--- src/rtl/dpram_burst_pkg.sv ---
// Shared types for the dpram burst initiator: FSM state encoding and burst direction.
package dpram_burst_pkg;

  typedef enum logic [1:0] {
    ST_IDLE  = 2'd0,
    ST_WRITE = 2'd1,
    ST_READ  = 2'd2,
    ST_DRAIN = 2'd3
  } state_t;

  typedef enum logic {
    DIR_READ  = 1'b0,
    DIR_WRITE = 1'b1
  } dir_t;

endpackage

--- src/rtl/dpram_burst_skid.sv ---
// Two-entry registered FIFO for the read path; the head entry drives the read stream directly.
module dpram_burst_skid #(
  parameter int data_width = 8
) (
  input  logic                  clock,
  input  logic                  reset_n,
  input  logic [data_width-1:0] in_data,
  input  logic                  in_valid,
  output logic                  in_ready,
  output logic [data_width-1:0] out_data,
  output logic                  out_valid,
  input  logic                  out_ready,
  output logic [1:0]            occupancy
);

  logic [data_width-1:0] entry0, entry1;
  logic [1:0]            count;
  logic                  push, pop;

  // A full buffer still takes a word when the head leaves in the same cycle.
  assign in_ready  = (count != 2'd2) | out_ready;
  assign push      = in_valid & in_ready;
  assign pop       = out_valid & out_ready;
  assign out_data  = entry0;
  assign out_valid = (count != 2'd0);
  assign occupancy = count;

  always_ff @(posedge clock) begin
    if (!reset_n) begin
      entry0 <= '0;
      entry1 <= '0;
      count  <= 2'd0;
    end else begin
      case ({push, pop})
        2'b10: begin
          if (count == 2'd0) entry0 <= in_data;
          else               entry1 <= in_data;
          count <= count + 2'd1;
        end
        2'b01: begin
          entry0 <= entry1;
          count  <= count - 2'd1;
        end
        2'b11: begin
          if (count == 2'd1) begin
            entry0 <= in_data;
          end else begin
            entry0 <= entry1;
            entry1 <= in_data;
          end
        end
        default: ;
      endcase
    end
  end

endmodule

--- src/rtl/dpram_burst_ctrl.sv ---
// Burst initiator for one dpram port: streams write data in, read data out through a skid buffer.
// Define DPRAM_BURST_NOWRAP_EN to reject bursts that would cross the top of the address space.
//
// state    | meaning
// ST_IDLE  | waiting for a command, RAM deselected
// ST_WRITE | accepting write beats, one RAM write per handshake
// ST_READ  | issuing reads while the skid has room
// ST_DRAIN | all reads issued, emptying the skid
module dpram_burst_ctrl
  import dpram_burst_pkg::*;
#(
  parameter int addr_width = 8,
  parameter int data_width = 8
) (
  input  logic                  clock,
  input  logic                  reset_n,
  input  logic                  cmd_valid,
  output logic                  cmd_ready,
  input  logic                  cmd_write,
  input  logic [addr_width-1:0] cmd_addr,
  input  logic [addr_width-1:0] cmd_len,
  input  logic [data_width-1:0] wdata,
  input  logic                  wdata_valid,
  output logic                  wdata_ready,
  output logic [data_width-1:0] rdata,
  output logic                  rdata_valid,
  input  logic                  rdata_ready,
  output logic                  busy,
  output logic                  done,
  output logic                  err,
  output logic [addr_width-1:0] ram_address,
  output logic [data_width-1:0] ram_data,
  output logic                  ram_enable,
  output logic                  ram_wren,
  output logic                  ram_cs,
  input  logic [data_width-1:0] ram_q
);

  localparam int cnt_width = addr_width + 1;
  localparam logic [cnt_width-1:0]  cnt_one  = {{addr_width{1'b0}}, 1'b1};
  localparam logic [addr_width-1:0] addr_one = {{(addr_width-1){1'b0}}, 1'b1};

  state_t                state, state_nxt;
  logic [addr_width-1:0] addr_q;
  logic [cnt_width-1:0]  cnt_q, out_cnt_q;
  logic                  in_flight_q, done_q, err_q, ready_en_q;
  logic                  cmd_fire, reject, wr_fire, rd_issue, rd_pop;
  logic                  skid_in_ready;
  logic [1:0]            skid_occ;
  logic [2:0]            eff_occ;

  assign cmd_fire = cmd_valid & cmd_ready;
  assign wr_fire  = wdata_valid & wdata_ready;
  assign rd_pop   = rdata_valid & rdata_ready;

  // Occupancy as it will be after this cycle's pop, so a draining head does not stall issue.
  assign eff_occ  = {1'b0, skid_occ} + {2'b00, in_flight_q} - {2'b00, rd_pop};
  assign rd_issue = (state == ST_READ) && (eff_occ < 3'd2) && skid_in_ready;

`ifdef DPRAM_BURST_NOWRAP_EN
  logic [cnt_width-1:0] span;
  assign span   = {1'b0, cmd_addr} + {1'b0, cmd_len};
  assign reject = cmd_fire & span[addr_width];
`else
  assign reject = 1'b0;
`endif

  always_ff @(posedge clock) begin
    if (!reset_n) state <= ST_IDLE;
    else          state <= state_nxt;
  end

  always_comb begin
    state_nxt = state;
    case (state)
      ST_IDLE:
        if (cmd_fire && !reject)
          state_nxt = (dir_t'(cmd_write) == DIR_WRITE) ? ST_WRITE : ST_READ;
      ST_WRITE:
        if (wr_fire && cnt_q == cnt_one) state_nxt = ST_IDLE;
      ST_READ:
        if (rd_issue && cnt_q == cnt_one) state_nxt = ST_DRAIN;
      ST_DRAIN:
        if (rd_pop && out_cnt_q == cnt_one) state_nxt = ST_IDLE;
      default: state_nxt = ST_IDLE;
    endcase
  end

  always_comb begin
    cmd_ready   = 1'b0;
    wdata_ready = 1'b0;
    busy        = 1'b0;
    ram_enable  = 1'b0;
    ram_wren    = 1'b0;
    ram_cs      = 1'b0;
    ram_data    = '0;
    case (state)
      ST_IDLE: cmd_ready = ready_en_q;
      ST_WRITE: begin
        busy        = 1'b1;
        wdata_ready = 1'b1;
        ram_enable  = wdata_valid;
        ram_wren    = wdata_valid;
        ram_cs      = wdata_valid;
        ram_data    = wdata_valid ? wdata : '0;
      end
      ST_READ: begin
        busy       = 1'b1;
        ram_cs     = 1'b1;
        ram_enable = rd_issue;
      end
      ST_DRAIN: begin
        busy   = 1'b1;
        // ram_q reads as all-ones once CS drops, so keep it up for the last capture.
        ram_cs = in_flight_q;
      end
      default: ;
    endcase
  end

  always_ff @(posedge clock) begin
    if (!reset_n) begin
      addr_q      <= '0;
      cnt_q       <= '0;
      out_cnt_q   <= '0;
      in_flight_q <= 1'b0;
      done_q      <= 1'b0;
      err_q       <= 1'b0;
      ready_en_q  <= 1'b0;
    end else begin
      ready_en_q  <= 1'b1;
      done_q      <= 1'b0;
      err_q       <= reject;
      in_flight_q <= rd_issue;
      case (state)
        ST_IDLE:
          if (cmd_fire && !reject) begin
            addr_q    <= cmd_addr;
            cnt_q     <= {1'b0, cmd_len} + cnt_one;
            out_cnt_q <= {1'b0, cmd_len} + cnt_one;
          end
        ST_WRITE:
          if (wr_fire) begin
            addr_q <= addr_q + addr_one;
            cnt_q  <= cnt_q - cnt_one;
            done_q <= (cnt_q == cnt_one);
          end
        ST_READ, ST_DRAIN: begin
          if (rd_issue) begin
            addr_q <= addr_q + addr_one;
            cnt_q  <= cnt_q - cnt_one;
          end
          if (rd_pop) begin
            out_cnt_q <= out_cnt_q - cnt_one;
            done_q    <= (out_cnt_q == cnt_one);
          end
        end
        default: ;
      endcase
    end
  end

  assign ram_address = addr_q;
  assign done        = done_q;
  assign err         = err_q;

  dpram_burst_skid #(.data_width(data_width)) u_skid (
    .clock     (clock),
    .reset_n   (reset_n),
    .in_data   (ram_q),
    .in_valid  (in_flight_q),
    .in_ready  (skid_in_ready),
    .out_data  (rdata),
    .out_valid (rdata_valid),
    .out_ready (rdata_ready),
    .occupancy (skid_occ)
  );

endmodule

--- config.mk ---
export PLATFORM = sky130hd
export DESIGN_NAME = dpram_burst_ctrl
export DESIGN_NICKNAME = d
export VERILOG_FILES = /design/src/rtl/dpram_burst_pkg.sv /design/src/rtl/dpram_burst_skid.sv /design/src/rtl/dpram_burst_ctrl.sv
export SDC_FILE = /design/constraint.sdc
export NUM_CORES = 1
export LEC_CHECK = 0
export ABC_CLOCK_PERIOD_IN_PS = 7240
export BUFFER_PORTS_ARGS = -buffer_cell sky130_fd_sc_hd__buf_2
export CORE_MARGIN = 3
export CORE_UTILIZATION = 40
export CTS_BUF_LIST = sky130_fd_sc_hd__clkbuf_2
export DETAILED_ROUTE_END_ITERATION = 6
export PLACE_DENSITY_LB_ADDON = 0.12
export SYNTH_ARGS = -nofsm -noshare
export SYNTH_HDL_FRONTEND = slang
export SYNTH_SLANG_ARGS = --single-unit
--- constraint.sdc ---
create_clock -name clock -period 7.24 [get_ports clock]
set_input_delay 0.724 -clock clock [delete_from_list [all_inputs] [get_ports clock]]
set_output_delay 0.724 -clock clock [all_outputs]
set_load 0.02 [all_outputs]
==> results of run 1 <==
## kinds of logic (layout without fill, tap and decap cells)
family / after synthesis / count (layout) / synth area share (%)
AO/OA/AOI/OAI: 126 / 126 / 25.4
XOR/XNOR: 9 / 9 / 2.67
adder cells (fa/ha/maj): 17 / 17 / 7.44
buffers and inverters: 41 / 99 / 5.54
flip-flops: 49 / 49 / 33.2
multiplexers: 10 / 10 / 3.38
other: 1 / 1 / 0.127
AND/OR/NAND/NOR: 135 / 135 / 22.3
## power by group through the flow
stage          Clock, mW  Combinational [mW]  Sequential, mW
6_report           0.130               0.792           0.453
5_1_grt            0.145               0.897           0.470
4_1_cts            0.136               0.795           0.452
3_5_place_dp           0               0.789           0.457
3_3_place_gp           0               0.783           0.457
2_1_floorplan          0               0.556           0.484
## critical path, cell delays in order (launching register included)
cell and delay [ps]:
sky130_fd_sc_hd__dfxtp_1 490, sky130_fd_sc_hd__inv_1 110, sky130_fd_sc_hd__ha_1 240, sky130_fd_sc_hd__or2b_1 330, sky130_fd_sc_hd__nor2_1 190, sky130_fd_sc_hd__o21ai_0 140, sky130_fd_sc_hd__fa_1 400, sky130_fd_sc_hd__xnor2_1 140
sky130_fd_sc_hd__nand4_1 220, sky130_fd_sc_hd__a21boi_0 220, sky130_fd_sc_hd__buf_2 190
## final timing paths
kind | startpoint | end | slack [ps]
min | u_skid.entry1[1] | u_skid.out_data[1] | 470
max reg2reg | u_skid.occupancy[1] | ram_address[0] | 3780
min reg2reg | u_skid.entry1[1] | u_skid.out_data[1] | 470
max | u_skid.occupancy[1] | ram_enable | 3420
## per-layer routing
metal,up-vias,routed length [microns]
met1,1350,3770
met2,96,3500
met4,0,75
met5,-,0
li1,1499,-
met3,7,513
## state kept, by name, indices dropped and copies added (netlist names)
signal	count
state	2
out_cnt_q	9
done	1
ram_address	8
u_skid.entry1	8
ready_en_q	1
u_skid.out_data	8
u_skid.occupancy	2
cnt_q	9
in_flight_q	1
## cell type report
type / instances / area (sq um)
well taps: 96 / 120
fillers: 743 / 3580
clock inverters: 3 / 28.8
multi-input cells: 298 / 1810
clock buffers: 5 / 25.0
flip-flops and latches: 49 / 981
repair buffers: 71 / 360
inverters: 20 / 75.1
## cells in the final DEF (no fill, tap or decap), types with 4 or more instances in the layout
cell,synthesis,final
sky130_fd_sc_hd__a211oi_1,5,5
sky130_fd_sc_hd__nor2_1,39,39
sky130_fd_sc_hd__mux2i_1,10,10
sky130_fd_sc_hd__buf_2,2,69
sky130_fd_sc_hd__ha_1,16,16
sky130_fd_sc_hd__a21oi_1,37,37
sky130_fd_sc_hd__inv_1,20,20
sky130_fd_sc_hd__nor3_1,4,4
sky130_fd_sc_hd__a31oi_1,6,6
sky130_fd_sc_hd__nand4_1,7,7
sky130_fd_sc_hd__o22ai_1,4,4
sky130_fd_sc_hd__nand3_1,10,10
sky130_fd_sc_hd__o21ai_0,48,48
sky130_fd_sc_hd__clkbuf_2,0,5
sky130_fd_sc_hd__xor2_1,6,6
sky130_fd_sc_hd__and3_1,12,12
sky130_fd_sc_hd__nand2_1,39,39
sky130_fd_sc_hd__dfxtp_1,49,49
## metrics by stage
step	util (%)	total power [mW]	area, sq um	hold WS (ps)
floorplan	-	1.04	2960	429
global placement	48.0	1.24	3350	444
detailed placement	48.0	1.25	3350	445
CTS	48.7	1.38	3400	449
global route	48.7	1.51	3400	457
finish	48.7	1.38	3400	472
==> Flow_metrics.wiki, run 1 <==
{| class="wikitable"
! Metric !! Value
|-
| GR peak layer || met2
|-
| Final cell count without fillers || 542
|-
| Switching power || 700 uW
|-
| Area of the core region || 6980 sq um
|-
| Final period utilization || 52.8%
|-
| Max-slew headroom || 25.1%
|-
| Number of vias in the routed layout || 2952
|-
| Total Wirelength || 7860 microns
|-
| Largest cells by area after synthesis || sky130_fd_sc_hd__dfxtp_1 33%, sky130_fd_sc_hd__o21ai_0 8.1%, sky130_fd_sc_hd__ha_1 6.8%
|-
| CTS Root Cell || sky130_fd_sc_hd__clkbuf_2
|-
| Post-synthesis instance area || 2960 sq um
|-
| Worst Setup Slack, final || 3420 ps
|-
| Number of primary I/O pins || 71
|-
| Peak clock frequency supported by timing || 261 MHz
|-
| Number of instances in the synthesized netlist || 388
|-
| Cell internal pwr || 676 uW
|-
| Synthesized flop and latch total || 49
|-
| X dimension of the die || 92.0 microns
|-
| Pre-antenna DRT Iters || 4
|-
| Post-synth ARST share || 0%
|-
| Critical Path Source Type || flip-flop
|-
| Synthesis-to-layout area growth || 15.1%
|-
| Number of sinks driven by the clock tree || 49
|-
| Total congestion overflow after global routing || 0
|-
| Full die area || 8460 sq um
|-
| Place WS || 3730 ps
|-
| Count of nets left with antenna violations after detail routing || 0
|-
| Synth cell types || 54
|-
| Clock power share || 9.4%
|-
| Global-route met1 utilization || 25.5%
|-
| Fraction of power spent switching nets || 50.9%
|-
| Cell types with the highest counts after synthesis || 49 x sky130_fd_sc_hd__dfxtp_1, 48 x sky130_fd_sc_hd__o21ai_0, 39 x sky130_fd_sc_hd__nand2_1, 39 x sky130_fd_sc_hd__nor2_1, 37 x sky130_fd_sc_hd__a21oi_1
|-
| Peak supply drop || 0.000174 V
|-
| Post-cts hold buffer count || 0
|-
| Setup Total Neg Slack || 0 ps
|-
| Sequential power share || 33.0%
|-
| Overall routing resource usage || 18.6%
|-
| EDFF count, synth || 0
|-
| Number of global-route vias before repair || 2686
|-
| Cell with the most instances after synthesis || sky130_fd_sc_hd__dfxtp_1
|-
| Port Buf Inserts || 69
|-
| Yosys warning total || 0
|-
| Max-slew violation total from the final report || 0
|-
| Row cnt || 30
|-
| Post-synthesis average cell area || 7.62 sq um
|-
| Number of buffers added by the clock tree synthesis step || 5
|-
| Placed Cells incl. Taps || 534
|-
| Number of instances resized during post-cts repair || 0
|-
| Synth Flop Type || sky130_fd_sc_hd__dfxtp_1
|-
| Class of the tightest hold or removal check || reg -> reg
|-
| Status || finished, final reports clean
|-
| Critical path type || reg -> out
|-
| First DRT Iteration DRCs || 202
|-
| Pin slew with the least headroom to its limit || 1120 ps
|-
| Setup repair after global routing missed its margin || false
|-
| Max FO, Critical Path || 6
|-
| Cell taking the most area after synthesis || sky130_fd_sc_hd__dfxtp_1
|-
| Share of power burned in combinational logic || 57.6%
|-
| Clock insertion delay at the later pin of the skew report || 450 ps
|-
| Required arrival time at the worst endpoint || 6520 ps
|-
| Largest net degree at the start of global routing || 39
|-
| Routing usage on met2 || 30.4%
|-
| Antenna cells || 0
|-
| Share of cells above drive strength 1 || 18.8%
|-
| Global-route wire length before repair || 13100 microns
|-
| Total nets after synthesis || 443
|-
| Largest buffer count on any clock path || 2
|-
| Post-synthesis sequential area ratio || 33.2%
|-
| Met3 routing resource usage after global routing || 3.36%
|-
| Post-CTS Setup Inserts || 0
|-
| Final critical path time including I/O delays and setup || 3820 ps
|-
| Placer congestion estimate || 0.790
|-
| Die height || 92.0 microns
|-
| Path depth of the worst reg2reg path || 11
|-
| Post-detailed-route wirelength per cell || 14.5 microns
|-
| CTS H-Tree Depth || 2
|-
| Antenna violations before repair || 0
|-
| HPWL reported at the end of detailed placement || 5580 microns
|-
| Worst clock skew on the final layout || 15.0 ps
|-
| Clock transition time at the flip-flop clock pins of the worst setup and hold paths || 290 ps
|-
| Static leakage power || 1.47 nW
|-
| Number of remaining DRC errors || 0
|-
| Count of endpoints failing setup in the final report || 0
|-
| # nets final || 500
|-
| Arrival time at the worst endpoint || 3100 ps
|-
| Max Cap Viol || 0
|-
| Final hold violations || 0
|-
| Post-DR vias/cell || 5.45
|-
| Starting density of the core || 42.4%
|-
| TritonCTS clock tree || built
|-
| Cell count of the worst hold path || 2
|-
| Fraction of post-synthesis cell area in the top cell type by area || 33.2%
|-
| Pwr per Cell Area || 404 nW/um^2
|-
| Sort of element at the end of the critical path || primary output
|}
Power figures use the tool's default switching activity.
==> run 2: changes to the inputs <==
--- a/config.mk
+++ b/config.mk
@@ -5,7 +5,8 @@
 export SDC_FILE = /design/constraint.sdc
 export NUM_CORES = 1
 export LEC_CHECK = 0
-export ABC_CLOCK_PERIOD_IN_PS = 7240
+export ABC_AREA = 1
+export ABC_CLOCK_PERIOD_IN_PS = 3500
 export BUFFER_PORTS_ARGS = -buffer_cell sky130_fd_sc_hd__buf_2
 export CORE_MARGIN = 3
 export CORE_UTILIZATION = 40
==> constraint.sdc (replaced) <==
create_clock -name clock -period 3.5 [get_ports clock]
set_input_delay 0.35 -clock clock [delete_from_list [all_inputs] [get_ports clock]]
set_output_delay 0.35 -clock clock [all_outputs]
set_load 0.02 [all_outputs]
==> run 2 against run 1 <==
- clock-buffer cell count did not move
- via count rose by 8.0%
- critical path type unchanged
- critical endpoint unchanged
- register-to-register slack got worse by 3100 ps
- worst hold slack got worse by 300 ps
- utilization barely moved
- highest routed layer unchanged
- synthesized cell count rose by 24%
==> Flow_metrics.wiki, run 2 <==
{| class="wikitable"
! Metric !! Value
|-
| Status || finished, final reports clean
|-
| CTS Root Cell || sky130_fd_sc_hd__clkbuf_2
|-
| Final critical path time including I/O delays and setup || 3180 ps
|-
| CTS H-Tree Depth || 2 (unchanged)
|-
| Yosys warning total || 0 (unchanged)
|-
| Largest cells by area after synthesis || sky130_fd_sc_hd__dfxtp_1 31%, sky130_fd_sc_hd__nand2_1 13%, sky130_fd_sc_hd__o21ai_0 8.6%
|-
| Antenna cells || 0 (unchanged)
|-
| Clock insertion delay at the later pin of the skew report || 460 ps (about the same)
|-
| Post-CTS Setup Inserts || 0 (unchanged)
|-
| Fraction of the mapped netlist area in adder cells || 6.98% (-0.47 points)
|-
| Arrival time at the worst endpoint || 2830 ps (-270 ps)
|-
| X dimension of the die || 94.8 microns (+3.1%)
|-
| EDFF count, synth || 0 (unchanged)
|-
| Count of nets left with antenna violations after detail routing || 0 (unchanged)
|-
| Setup Total Neg Slack || 0 ps (unchanged)
|-
| Largest family of logic cells by synthesized area || simple AND/OR/NAND/NOR gates
|-
| Peak clock frequency supported by timing || 315 MHz
|-
| First DRT Iteration DRCs || 141 (-30%)
|-
| Starting density of the core || 42.4% (about the same)
|-
| Clock power share || 9.4% (about the same)
|-
| Row cnt || 31 (+3.3%)
|-
| HPWL reported at the end of detailed placement || 5970 microns (+7.1%)
|-
| Cell with the most instances after synthesis || sky130_fd_sc_hd__nand2_1
|-
| Port Buf Inserts || 69 (unchanged)
|-
| Cell internal pwr || 1.35 mW (+100%)
|-
| Static leakage power || 1.77 nW (+20%)
|-
| Synth cell types || 37 (-31%)
|-
| Routing usage on met2 || 33.4% (+3.0 points)
|-
| Simple-gate portion of the synthesized area || 30.3% (+8.0 points)
|-
| Max-slew violation total from the final report || 0 (unchanged)
|-
| Peak supply drop || 0.000353 V (+100%)
|-
| Sort of element at the end of the critical path || primary output
|-
| Number of primary I/O pins || 71 (unchanged)
|-
| Largest net degree at the start of global routing || 32 (-18%)
|-
| Largest buffer count on any clock path || 2 (unchanged)
|-
| Post-DR vias/cell || 4.93 (-9.5%)
|-
| Fraction of power spent switching nets || 51.5% (+0.67 points)
|-
| Most repeated library cell on the critical path || sky130_fd_sc_hd__inv_1
|-
| Area of the core region || 7450 sq um (+6.7%)
|-
| Full die area || 8990 sq um (+6.2%)
|-
| Max-slew headroom || 51.0% (+26 points)
|-
| Fraction of post-synthesis cell area in the top cell type by area || 31.1% (-2.1 points)
|-
| Critical Path Source Type || flip-flop
|-
| Global-route wire length before repair || 13200 microns (+1.2%)
|-
| Synth Flop Type || sky130_fd_sc_hd__dfxtp_1
|-
| Post-cts hold buffer count || 0 (unchanged)
|-
| Cells along the critical path || inv_1 -> ha_2 -> nor2_8 -> inv_1 -> nor2_2 -> o21ai_0 -> fa_1 -> nand2_1 -> inv_1 -> nand2_2 -> nor2_4 -> o21a_1 -> buf_2
|-
| Class of the tightest hold or removal check || in -> reg
|-
| Commonest non-fill, non-tap cell in the layout || sky130_fd_sc_hd__nand2_1
|-
| Switching power || 1.44 mW (+110%)
|-
| Worst path max stage delay || 500 ps (about the same)
|-
| GR peak layer || met2
|-
| Post-detailed-route wirelength per cell || 12.4 microns (-14%)
|-
| Antenna violations before repair || 0 (unchanged)
|-
| Required arrival time at the worst endpoint || 3150 ps (-3370 ps)
|-
| Worst Setup Slack, final || 324 ps (-3090 ps)
|-
| Total congestion overflow after global routing || 0 (unchanged)
|-
| Placer congestion estimate || 0.856 (+8.4%)
|-
| Setup repair after global routing missed its margin || false
|-
| Overall routing resource usage || 18.5% (-0.17 points)
|-
| Worst clock skew on the final layout || 30.5 ps (+15.5 ps)
|-
| Max FO, Critical Path || 7 (+1)
|-
| Total Wirelength || 8030 microns (+2.3%)
|-
| Critical path's slowest cell || sky130_fd_sc_hd__fa_1
|-
| Number of global-route vias before repair || 2948 (+9.8%)
|-
| Die height || 94.8 microns (+3.1%)
|-
| Number of remaining DRC errors || 0 (unchanged)
|-
| Synthesis-to-layout area growth || 15.0% (about the same)
|-
| Clock transition time at the flip-flop clock pins of the worst setup and hold paths || 270 ps (-20 ps)
|-
| Post-synthesis xor/xnor area fraction || 1.94% (-0.72 points)
|-
| Max Cap Viol || 0 (unchanged)
|-
| Number of buffers added by the clock tree synthesis step || 5 (unchanged)
|-
| Most frequent cells in the layout || 106 x sky130_fd_sc_hd__nand2_1, 69 x sky130_fd_sc_hd__buf_2, 61 x sky130_fd_sc_hd__inv_1
|-
| Total nets after synthesis || 538 (+21%)
|-
| Final standard cell utilization of the core || 48.7% (about the same)
|-
| Share of cells above drive strength 1 || 18.4% (-0.40 points)
|-
| Number of instances in the synthesized netlist || 483 (+24%)
|-
| Cell taking the most area after synthesis || sky130_fd_sc_hd__dfxtp_1
|-
| Met3 routing resource usage after global routing || 3.51% (+0.14 points)
|-
| Sequential power share || 31.4% (-1.6 points)
|-
| Synthesized flop and latch total || 49 (unchanged)
|-
| Number of vias in the routed layout || 3189 (+8.0%)
|-
| Global-route met1 utilization || 22.2% (-3.4 points)
|-
| Post-synth ARST share || 0% (unchanged)
|-
| Final hold violations || 0 (unchanged)
|-
| Place WS || 534 ps (-3200 ps)
|-
| TritonCTS clock tree || built
|-
| Post-synthesis instance area || 3160 sq um (+6.7%)
|-
| Pin slew with the least headroom to its limit || 731 ps (-392 ps)
|-
| Cell types with the highest counts after synthesis || 106 x sky130_fd_sc_hd__nand2_1, 61 x sky130_fd_sc_hd__inv_1, 54 x sky130_fd_sc_hd__o21ai_0
|-
| Pwr per Cell Area || 769 nW/um^2 (+90%)
|-
| Compound-gate portion of the synthesized area || 19.2% (-6.2 points)
|-
| Post-synthesis sequential area ratio || 31.1% (-2.1 points)
|-
| Share of power burned in combinational logic || 59.1% (+1.5 points)
|-
| Pre-antenna DRT Iters || 4 (unchanged)
|-
| Final period utilization || 90.7%
|-
| Number of instances resized during post-cts repair || 0 (unchanged)
|-
| # nets final || 602 (+20%)
|-
| Count of endpoints failing setup in the final report || 0 (unchanged)
|-
| Post-synthesis average cell area || 6.53 sq um (-14%)
|-
| Post-synthesis mux area share || 0% (-3.4 points)
|-
| Number of sinks driven by the clock tree || 49 (unchanged)
|-
| Critical path type || reg -> out
|-
| Registers with the most flip-flops || cnt_q x9, out_cnt_q x9
|}
[run 2: changes by cell type in the layout (fill, tap and decap cells not counted), moves of 4 or more]
| cell | change |
|---|---|
| sky130_fd_sc_hd__a211oi_1 | -4 |
| sky130_fd_sc_hd__inv_1 | +41 |
| sky130_fd_sc_hd__nand3_1 | +24 |
| sky130_fd_sc_hd__nand2_2 | +5 |
| sky130_fd_sc_hd__o22ai_1 | -4 |
| sky130_fd_sc_hd__a21oi_1 | +6 |
| sky130_fd_sc_hd__nor2_1 | +12 |
| sky130_fd_sc_hd__nor2_4 | +4 |
| sky130_fd_sc_hd__nand2_1 | +67 |
| sky130_fd_sc_hd__mux2i_1 | -10 |
| sky130_fd_sc_hd__a31oi_1 | -4 |
| sky130_fd_sc_hd__and3_1 | -12 |
| sky130_fd_sc_hd__o21ai_0 | +6 |
[run 2: worst paths after layout]
kind,startpoint,to,slack [ps],depth (start not counted)
worst max-delay path,u_skid.occupancy[0],ram_enable,320,13
worst min-delay path,ram_q[2],u_skid.entry1[2],170,3
worst max register to register,u_skid.occupancy[0],ram_address[5],700,15
worst min register to register,u_skid.entry1[2],u_skid.entry1[2],460,2
[run 2: power by group through the flow]
stage	logic (mW)	registers, mW	clock network (mW)
floorplan	1.20	0.930	0
CTS	1.66	0.873	0.280
global route	1.88	0.908	0.296
global placement	1.62	0.877	0
finish	1.65	0.878	0.263
detailed placement	1.65	0.887	0
[run 2: stage by stage]
step / std cells / total power [mW] / hold WS (ps) / cell area, sq um
floorplan: 483 / 2.13 / 378 / 3160
finish: 647 / 2.79 / 173 / 3630
global route: 647 / 3.08 / 133 / 3630
CTS: 647 / 2.81 / 147 / 3620
global placement: 639 / 2.50 / 433 / 3560
detailed placement: 639 / 2.54 / 438 / 3560
[run 2: final cells by class]
cell class              count  area [sq um]
clock inverters             3          26.3
repair buffers             72           368
multi-input cells         354          1850
fillers                   819          3820
inverters                  65           244
flip-flops and latches     49           988
well taps                  99           124
clock buffers               5          25.0
[run 2: cell families (layout without fill, tap and decap cells)]
family	after synthesis	in the layout
AND/OR/NAND/NOR	217	217
buffers and inverters	80	145
XOR/XNOR	7	7
other	1	1
AO/OA/AOI/OAI	112	112
adder cells (fa/ha/maj)	17	17
flip-flops	49	49
[run 2: worst max-delay path: cells and delay by family (launching register included)]
family / cells / cell delay (ps)
adder cells (fa/ha/maj): 2 / 730
AND/OR/NAND/NOR: 5 / 550
flip-flops: 1 / 430
buffers and inverters: 4 / 420
AO/OA/AOI/OAI: 2 / 240
[run 2: metal layers]
| metal | part of all wire, % | vias to the layer above |
|---|---|---|
| li1 | - | 1679 |
| met1 | 43 | 1413 |
| met2 | 50 | 88 |
| met3 | 5.7 | 9 |
| met4 | 1.3 | 0 |
| met5 | 0 | - |
